`src/rtl/left_shift_deserializer_ctrl.sv`:
```
// Serial-to-parallel controller: shifts DEPTH handshaked bits into a left-shift
// register and offers the completed word on a valid/ready port.

module left_shift_register_base #(
    parameter int DEPTH = 8
) (
    input  logic             clk,
    input  logic             reset,
    input  logic             enable,
    input  logic             in,
    output logic [DEPTH-1:0] out
);

    always_ff @(posedge clk) begin
        if (reset)
            out <= '0;
        else if (enable)
            out <= {out[DEPTH-2:0], in};
    end

endmodule

module left_shift_deserializer_ctrl #(
    parameter  int DEPTH = 8,
    localparam int CNT_W = $clog2(DEPTH + 1)
) (
    input  logic             clk,
    input  logic             reset,
    input  logic             s_valid,
    input  logic             s_data,
    output logic             s_ready,
    output logic             m_valid,
    output logic [DEPTH-1:0] m_data,
    input  logic             m_ready,
    input  logic             flush,
    output logic [CNT_W-1:0] bit_count
);

    typedef enum logic [1:0] {IDLE, SHIFT, FULL} state_t;

    state_t           state;
    logic             s_fire;
    logic             m_fire;
    logic             sr_clear;
    logic [DEPTH-1:0] sr_q;

    assign s_ready  = (state != FULL) && !flush;
    assign m_valid  = (state == FULL);
    assign s_fire   = s_valid && s_ready;
    assign m_fire   = m_valid && m_ready;
    assign sr_clear = !reset || flush || m_fire;

    // The register may hold stale bits right after an async reset pulse that
    // saw no clock edge; gating on m_valid keeps the output clean regardless.
    assign m_data   = m_valid ? sr_q : '0;

    left_shift_register_base #(.DEPTH(DEPTH)) u_sr (
        .clk    (clk),
        .reset  (sr_clear),
        .enable (s_fire),
        .in     (s_data),
        .out    (sr_q)
    );

    always_ff @(posedge clk or negedge reset) begin
        if (!reset) begin
            state     <= IDLE;
            bit_count <= '0;
        end else if (flush) begin
            state     <= IDLE;
            bit_count <= '0;
        end else begin
            case (state)
                FULL: begin
                    if (m_ready) begin
                        state     <= IDLE;
                        bit_count <= '0;
                    end
                end
                default: begin
                    if (s_fire) begin
                        bit_count <= bit_count + 1'b1;
                        state     <= (bit_count == CNT_W'(DEPTH - 1)) ? FULL : SHIFT;
                    end
                end
            endcase
        end
    end

endmodule

```
`config.mk`:
```
export PLATFORM = sky130hd
export DESIGN_NAME = left_shift_deserializer_ctrl
export DESIGN_NICKNAME = d
export VERILOG_FILES = /design/src/rtl/left_shift_deserializer_ctrl.sv
export SDC_FILE = /design/constraint.sdc
export NUM_CORES = 1
export LEC_CHECK = 0
export BUFFER_PORTS_ARGS = -buffer_cell sky130_fd_sc_hd__buf_2
export CAP_MARGIN = 20
export CELL_PAD_IN_SITES_DETAIL_PLACEMENT = 1
export CELL_PAD_IN_SITES_GLOBAL_PLACEMENT = 1
export CORE_MARGIN = 8
export CORE_UTILIZATION = 42
export CTS_BUF_LIST = sky130_fd_sc_hd__clkbuf_8
export DETAILED_ROUTE_END_ITERATION = 10
export GPL_TIMING_DRIVEN = 0
export PLACE_DENSITY = 0.86
export SYNTH_ARGS = -nofsm -noshare
export SYNTH_HDL_FRONTEND = slang
export SYNTH_HIERARCHICAL = 1
export SYNTH_SLANG_ARGS = --single-unit
```
`constraint.sdc`:
```
create_clock -name clk -period 2.3 [get_ports clk]
set_clock_uncertainty 0.1 [all_clocks]
set_input_delay 0.345 -clock clk [delete_from_list [all_inputs] [get_ports clk]]
set_output_delay 0.345 -clock clk [all_outputs]
set_load 0.005 [all_outputs]
```
==> metrics.cfg, run 1 <==
[yosys]
synth.distinct_cells=25
synth_top_area_cell=dfxtp_1
ys.flop_type=dfxtp_1
synth_top_area_frac=0.229
syn_avg_cell_area_um2=9.43
syn-num-nets=81
synth-edff-count=0
async_flop_share=0.429
ys_warn_count=6
syn_area_um2=698
ys_ff_latch=14
yosys-top-cells-area=dfxtp_1 23%, dfrtp_1 22%, mux2i_1 11%
netlist_instances=74
synth-seq-area-share=0.444

[final_layout]
regArea_um2=310
drive_gt1_frac=0.271
syn_to_final_growth_pct=22.9
mostFrequentLayoutCells=19 x buf_2, 9 x and2_1, 9 x nor2_1
multi_input_area_um2=345
utilization=0.557
diodes=0
fin_area_um2=858
finalNetCount=104
fill_cells=191
final_common_cell=buf_2

[clock_network]
cts_tree=yes
cts_hold_buf=1
cts-root-buf=clkbuf_8
clkTransAtPathRegs_ns=0.06
cts.sinks=14
worst_skew_pair.late_latency_ns=0.25
ctsResizeCount=0
ctsLongestPathBuffers=2
post_cts_buffers=0
cts_made_buffers=3
cts_max_level=1

[global_route]
grt_first_pass_wirelength_mm=3.04
gr-usage-all-layers=0.117
grt-ovfl-total=0
grt_pass1_vias=631
grt_start_max_net_pins=11
antenna_found_initial=0

[timing]
finalSetupViolCount=0
finalHoldWorstSlack_ns=0.212
slew_violations=0
rsz0062_at_grt=no
tightestPinTransition_ns=0.375
setup_tns_ns=0
hold_violations=0
slew-limit-headroom=0.750
min_period_over_period=0.805
fmax_mhz=540
post-route-min-period_ns=1.85

[critical_path]
path_common_cell=buf_2
cp_cell_sequence=nand2b_4, inv_4, buf_2, and2_1, buf_2
cp_data_required_time_ns=1.86
crit_fanout=10
cp-end-kind=output pin
cp.arrival_ns=1.41
slowest_stage=dfrtp_1
cp_slowest_stage_delay_ns=0.41
path_class=reg -> out
start_kind=register

[run]
maxCapViolations=0

[drt]
drt_wl_total_mm=1.77
routed_via_density=5.39
drc=0
dr.pass1.iters=4
drt_iter0_markers=10
wl_per_cell_um=15.8
ant_nets=0
vias=604

[pwr]
p_leak_nw=0.414
powerDensity_mw_per_mm2=591
peakVddDrop_mv=0.287

[floorplanning]
start_util=0.453
die_area_mm2=0.00322
die_height_um=56.8
ios=20
die_w_um=56.8
num_rows=14
coreArea_mm2=0.00154

[min_path]
hold_path_class=in -> reg

[place]
dpl_cell_area_um2=803
port_buffers=17
place_congestion=0.788
dp_hpwl_mm=1.26

[run_status]
status=finished, final reports clean

==> cells by family (layout without fill, tap and decap cells) <==
kind of cell / Yosys count / after routing / share of synthesized area
and+or+nand+nor: 31 / 31 / 0.245
adders and majority gates: 1 / 1 / 0.0179
xor gates and xnor gates: 2 / 2 / 0.0251
buffers and inverters: 8 / 30 / 0.0609
muxes: 9 / 9 / 0.131
AOI/OAI and AO/OA: 9 / 9 / 0.0753
DFF: 14 / 14 / 0.444
==> metal layers <==
layer  share of wire  vias up  track usage
li1                -      294            -
met1            0.47      296        0.145
met2            0.47       12        0.177
met3           0.049        2       0.0427
met4          0.0062        0       0.0503
met5               0        -            0
==> through the flow <==
stage	setup slack [ns]	std cells	total power, mW
finish	0.448	112	0.507
global route	0.355	112	0.532
CTS	0.436	112	0.512
detailed placement	0.728	107	0.306
global placement	0.784	107	0.304
floorplan	0.890	74	0.289
==> registers in the layout, summed over array words and instances, names as in the netlist <==
signal / flops
bit_count: 4
state: 2
u_sr/out: 8
==> synthesized netlist by cell type (all sizes together), types with 2 or more instances <==
library cell	count
and2	9
nor2	9
dfxtp	8
mux2i	8
a21oi	6
dfrtp	6
buf	4
nand2	4
inv	3
a211oi	2
nand3	2
nand3b	2
xor2	2
==> critical path: cells and delay by family, from the launching register on <==
kind | cells | cell delay (ns)
DFF | 1 | 0.41
buffers and inverters | 3 | 0.40
and+or+nand+nor | 2 | 0.35
==> final cells by class <==
| type | count | share of cell area |
|---|---|---|
| well taps | 16 | 0.0233 |
| plain buffers | 5 | 0.0335 |
| clock inverters | 1 | 0.00437 |
| flip-flops and latches | 14 | 0.362 |
| multi-input cells | 52 | 0.402 |
| inverters | 3 | 0.0160 |
| repair buffers | 18 | 0.111 |
| clock buffers | 3 | 0.0481 |
==> worst paths after layout <==
check	startpoint	end	slack, ns	cells past startpoint
min in group asynchronous	reset	bit_count[3]	0.36	2
setup / recovery	state[0]	m_data[7]	0.45	5
hold reg to reg	u_sr/out[1]	u_sr/out[1]	0.42	2
max in group asynchronous	reset	state[1]	1.58	2
hold / removal	m_ready	state[1]	0.21	2
setup reg to reg	state[0]	u_sr/out[5]	0.76	7
==> power by group <==
group | internal (mW) | switching [mW] | total, mW
combinational | 0.0225 | 0.0245 | 0.0469
sequential | 0.250 | 0.00656 | 0.256
clock | 0.118 | 0.0859 | 0.204
total | 0.390 | 0.117 | 0.507
Power figures use the tool's default switching activity.
==> run 2, diff against run 1 <==
CORE_ASPECT_RATIO = 1.5   (was default)
CORE_UTILIZATION = 35   (was 42)
PLACE_DENSITY = 0.77   (was 0.86)
clock period = 1.7 ns   (was 2.3 ns; I/O delays follow)
==> metrics.cfg, run 2 (same netlist as run 1, synthesis figures left out) <==
[clock_network]
cts.sinks=14
cts_made_buffers=3
cts_max_level=1
worst_skew_pair.late_latency_ns=0.25
ctsLongestPathBuffers=2
ctsResizeCount=0
post_cts_buffers=0
cts_tree=yes
cts-root-buf=clkbuf_8
clkTransAtPathRegs_ns=0.06

[global_route]
grt-ovfl-total=0
top_usage_layer=met2
grt_pass1_vias=637
grt_use_met2=0.160
antenna_found_initial=0
met3_usage=0.0461
use_met1=0.117
grt_first_pass_wirelength_mm=3.01
grt_start_max_net_pins=16
gr-usage-all-layers=0.108

[run]
maxCapViolations=0

[final_layout]
diodes=0
multi_input_area_um2=345
drive_gt1_frac=0.266
final_common_cell=buf_2
final_cells=116
regArea_um2=310
mostFrequentLayoutCells=18 x buf_2, 9 x and2_1, 9 x nor2_1
reg_top3=u_sr/out x8, bit_count x4, state x2
utilization=0.439
syn_to_final_growth_pct=22.8
finalNetCount=103
largest_register_ffs=8
regMostFlops=u_sr/out
fill_cells=239

[floorplanning]
coreArea_mm2=0.00195
die_height_um=70.7
die_area_mm2=0.00371
num_rows=20
die_w_um=52.5
ios=20
start_util=0.358

[drt]
drt_wl_total_mm=1.67
routed_via_density=4.91
vias=569
ant_nets=0
wl_per_cell_um=14.4
drt_iter0_markers=10
dr.pass1.iters=4
drc=0

[critical_path]
rrSetupSlack_ns=0.18
worstSetupStartpoint=state[0]
r2r_cells=7
start_kind=register
cp-end-kind=output pin
cp_data_required_time_ns=1.34
reg2reg_to=u_sr/out[6]
cp.arrival_ns=1.20
crit_fanout=15
regToRegStartpoint=state[0]
path_class=reg -> out
crit_path_end=m_data[7]

[place]
dp.cells=113
dp_hpwl_mm=1.28
port_buffers=17
place_congestion=0.713

[timing]
min_period_over_period=0.917
hold_violations=0
tightestPinTransition_ns=0.347
post-route-min-period_ns=1.56
slew-limit-headroom=0.769
setup_tns_ns=0
finalHoldWorstSlack_ns=0.115
fmax_mhz=641
slew_violations=0
rsz0062_at_grt=no
finalSetupViolCount=0

[pwr]
finalPower_uw=686
powerDensity_mw_per_mm2=801
peakVddDrop_mv=0.514
p_leak_nw=0.403

[min_path]
hold_path_class=in -> reg

[run_status]
status=finished, final reports clean

[run 2: per-layer routing]
| metal | vias to the layer above | share of wire |
|---|---|---|
| li1 | 289 | - |
| met5 | - | 0 |
| met4 | 0 | 0.033 |
| met3 | 5 | 0.084 |
| met1 | 256 | 0.42 |
| met2 | 19 | 0.46 |
[run 2: how the worst min path moves through the flow]
stage	startpoint	to	slack, ns	cells after the start
floorplan	reset	bit_count[0]	-0.14	0
global placement	reset	bit_count[2]	-0.003	1
detailed placement	reset	bit_count[2]	-0.003	1
CTS	m_ready	state[1]	0.11	2
global route	m_ready	state[1]	0.12	2
finish	m_ready	state[1]	0.12	2
[run 2: timing repair]
item                       4_1_cts  5_1_grt
hold buffers                     1        0
setup endpoints to repair        8        0
hold endpoints to repair         6        0
[run 2: power by group]
group	switching [mW]	total [mW]	internal, mW
Clock	0.121	0.278	0.157
Sequential	0.00895	0.347	0.338
Combinational	0.0316	0.0618	0.0302
Total	0.161	0.686	0.525
[run 2: stage by stage]
step,setup WS (ns),cell area (µm²)
2_1_floorplan,0.290,698
6_report,0.141,857
5_1_grt,0.0249,857
3_3_place_gp,0.228,811
4_1_cts,0.118,857
3_5_place_dp,0.208,811
[run 2: cell type report]
class                           instances  share of cell area
Clock buffer                            3              0.0482
Buffer                                  4              0.0277
Sequential cell                        14               0.362
Tap cell                               22              0.0321
Timing Repair Buffer                   18               0.111
Multi-Input combinational cell         52               0.403
Inverter                                3              0.0161
[run 2: critical path, cell delays in order, from the launching register on]
cell      delay, ns
dfrtp_1        0.40
nand2b_4       0.18
inv_4          0.13
and2_1         0.14
buf_2          0.11
==> run 3, diff against run 2 <==
CORE_ASPECT_RATIO = default   (was 1.5)
CORE_UTILIZATION = 39   (was 35)
PLACE_DENSITY = 0.81   (was 0.77)
SKIP_LAST_GASP = 1   (was default)
clock period = 1.6 ns   (was 1.7 ns; I/O delays follow)
==> metrics.cfg, run 3 (same netlist as run 1, synthesis figures left out) <==
[final_layout]
regMostFlops=u_sr/out
diodes=0
multi_input_area_um2=352
fill_cells=208
mostFrequentLayoutCells=18 x buf_2, 9 x and2_1, 8 x nor2_1, 8 x dfxtp_1, 7 x mux2i_1
finalNetCount=104
fin_area_um2=893
syn_to_final_growth_pct=28.0
drive_gt1_frac=0.302
final_common_cell=buf_2
regArea_um2=310
reg_top3=u_sr/out x8, bit_count x4, state x2
largest_register_ffs=8

[critical_path]
start_kind=register
cp.arrival_ns=1.21
cp-end-kind=output pin
slowest_stage=dfrtp_1
regToRegStartpoint=state[0]
crit_fanout=15
cp_slowest_stage_delay_ns=0.40
path_class=reg -> out
cp_data_required_time_ns=1.26
rrSetupSlack_ns=0.09
reg2reg_to=u_sr/out[4]
cp_cell_sequence=nand2b_4, inv_8, and2_1, buf_2
r2r_cells=7

[place]
port_buffers=17
place_congestion=0.771
dpl_cell_area_um2=815
dp_hpwl_mm=1.21

[pwr]
p_leak_nw=0.414
combPwrFrac=0.087
internal_power_uw=609
power_frac_clock=0.441
peakVddDrop_mv=0.429
switching_share=0.220
powerDensity_mw_per_mm2=874
finalPower_uw=781
p_sw_uw=172
p_seq_frac=0.472

[timing]
finalSetupViolCount=0
rsz0062_at_grt=yes
hold_violations=0
tightestPinTransition_ns=0.400
fmax_mhz=645
setup_tns_ns=0
post-route-min-period_ns=1.55
min_period_over_period=0.969
finalHoldWorstSlack_ns=0.102
slew-limit-headroom=0.733
slew_violations=0

[drt]
drt_wl_total_mm=1.81
ant_nets=0
wl_per_cell_um=15.0
drt_iter0_markers=11
dr.pass1.iters=4
routed_via_density=4.79
vias=579
drc=0

[clock_network]
worst_skew_pair.late_latency_ns=0.24
cts-root-buf=clkbuf_8
cts_max_level=1
cts_tree=yes
clkTransAtPathRegs_ns=0.06
ctsLongestPathBuffers=2
cts_made_buffers=3
cts.sinks=14

[min_path]
hold_path_class=in -> reg
min_from=m_ready
hold_depth=2
hold_end=state[1]

[floorplanning]
coreArea_mm2=0.00171
start_util=0.409
num_rows=15
die_height_um=58.3
die_area_mm2=0.00340
ios=20
die_w_um=58.3

[global_route]
grt-ovfl-total=0
grt_pass1_vias=610
grt_start_max_net_pins=16
grt_first_pass_wirelength_mm=2.80
gr-usage-all-layers=0.107
antenna_found_initial=0

[run_status]
status=finished, final reports clean

[run]
maxCapViolations=0

-- run 3: changes by cell type in the layout (fill, tap and decap cells not counted) --
cell      previous run  this run
mux2i_2              0         1
nor2_1               9         8
buf_4                0         1
nor2_2               0         1
mux2i_1              8         7
inv_4                1         0
inv_8                0         1
clkbuf_8             3         4
-- run 3: cell type report --
type	instances	area share
Sequential cell	14	0.347
Timing Repair Buffer	19	0.115
Tap cell	25	0.0350
Buffer	4	0.0266
Inverter	3	0.0210
Multi-Input combinational cell	52	0.394
Clock buffer	4	0.0616
-- run 3: worst max-delay path by stage --
stage,start,end,slack (ns),cells after the start
4_1_cts,state[0],m_data[7],0.01,4
5_1_grt,state[0],u_sr/out[6],-0.02,7
2_1_floorplan,state[1],u_sr/out[0],0.19,7
3_5_place_dp,state[0],u_sr/out[3],0.11,7
3_3_place_gp,state[1],u_sr/out[1],0.12,7
6_report,state[0],m_data[7],0.05,4
-- run 3: critical path, delay by kind of cell, from the launching register on --
kind | cells | cell delay, ns
flops | 1 | 0.40
buf+inv | 2 | 0.22
simple gates | 2 | 0.34
-- run 3: per-stage QoR --
step | worst slack (ns) | instances | utilization
floorplan | 0.190 | 74 | -
global placement | 0.124 | 116 | 0.477
detailed placement | 0.113 | 116 | 0.477
CTS | 0.0111 | 120 | 0.514
global route | -0.0153 | 121 | 0.523
finish | 0.0503 | 121 | 0.523
-- run 3: per-layer routing --
| metal | vias up | track usage | part of all wire |
|---|---|---|---|
| met3 | 2 | 0.0457 | 0.062 |
| met2 | 13 | 0.175 | 0.47 |
| met5 | - | 0 | 0 |
| met1 | 272 | 0.117 | 0.46 |
| li1 | 292 | - | - |
| met4 | 0 | 0.0524 | 0.0066 |
-- run 3: timing repair --
action	CTS	global route
gates resized for setup	1	3
pin swaps	0	0
endpoints found under the hold margin	6	0
hold buffers	1	0
setup buffers	0	1
setup endpoints to repair	9	12
-- run 3: power groups by stage --
| stage | Sequential [mW] | Combinational [mW] | Clock [mW] |
|---|---|---|---|
| 2_1_floorplan | 0.374 | 0.0418 | 0 |
| 3_5_place_dp | 0.375 | 0.0649 | 0 |
| 5_1_grt | 0.370 | 0.0753 | 0.369 |
| 6_report | 0.369 | 0.0679 | 0.344 |
| 3_3_place_gp | 0.374 | 0.0631 | 0 |
| 4_1_cts | 0.367 | 0.0673 | 0.350 |
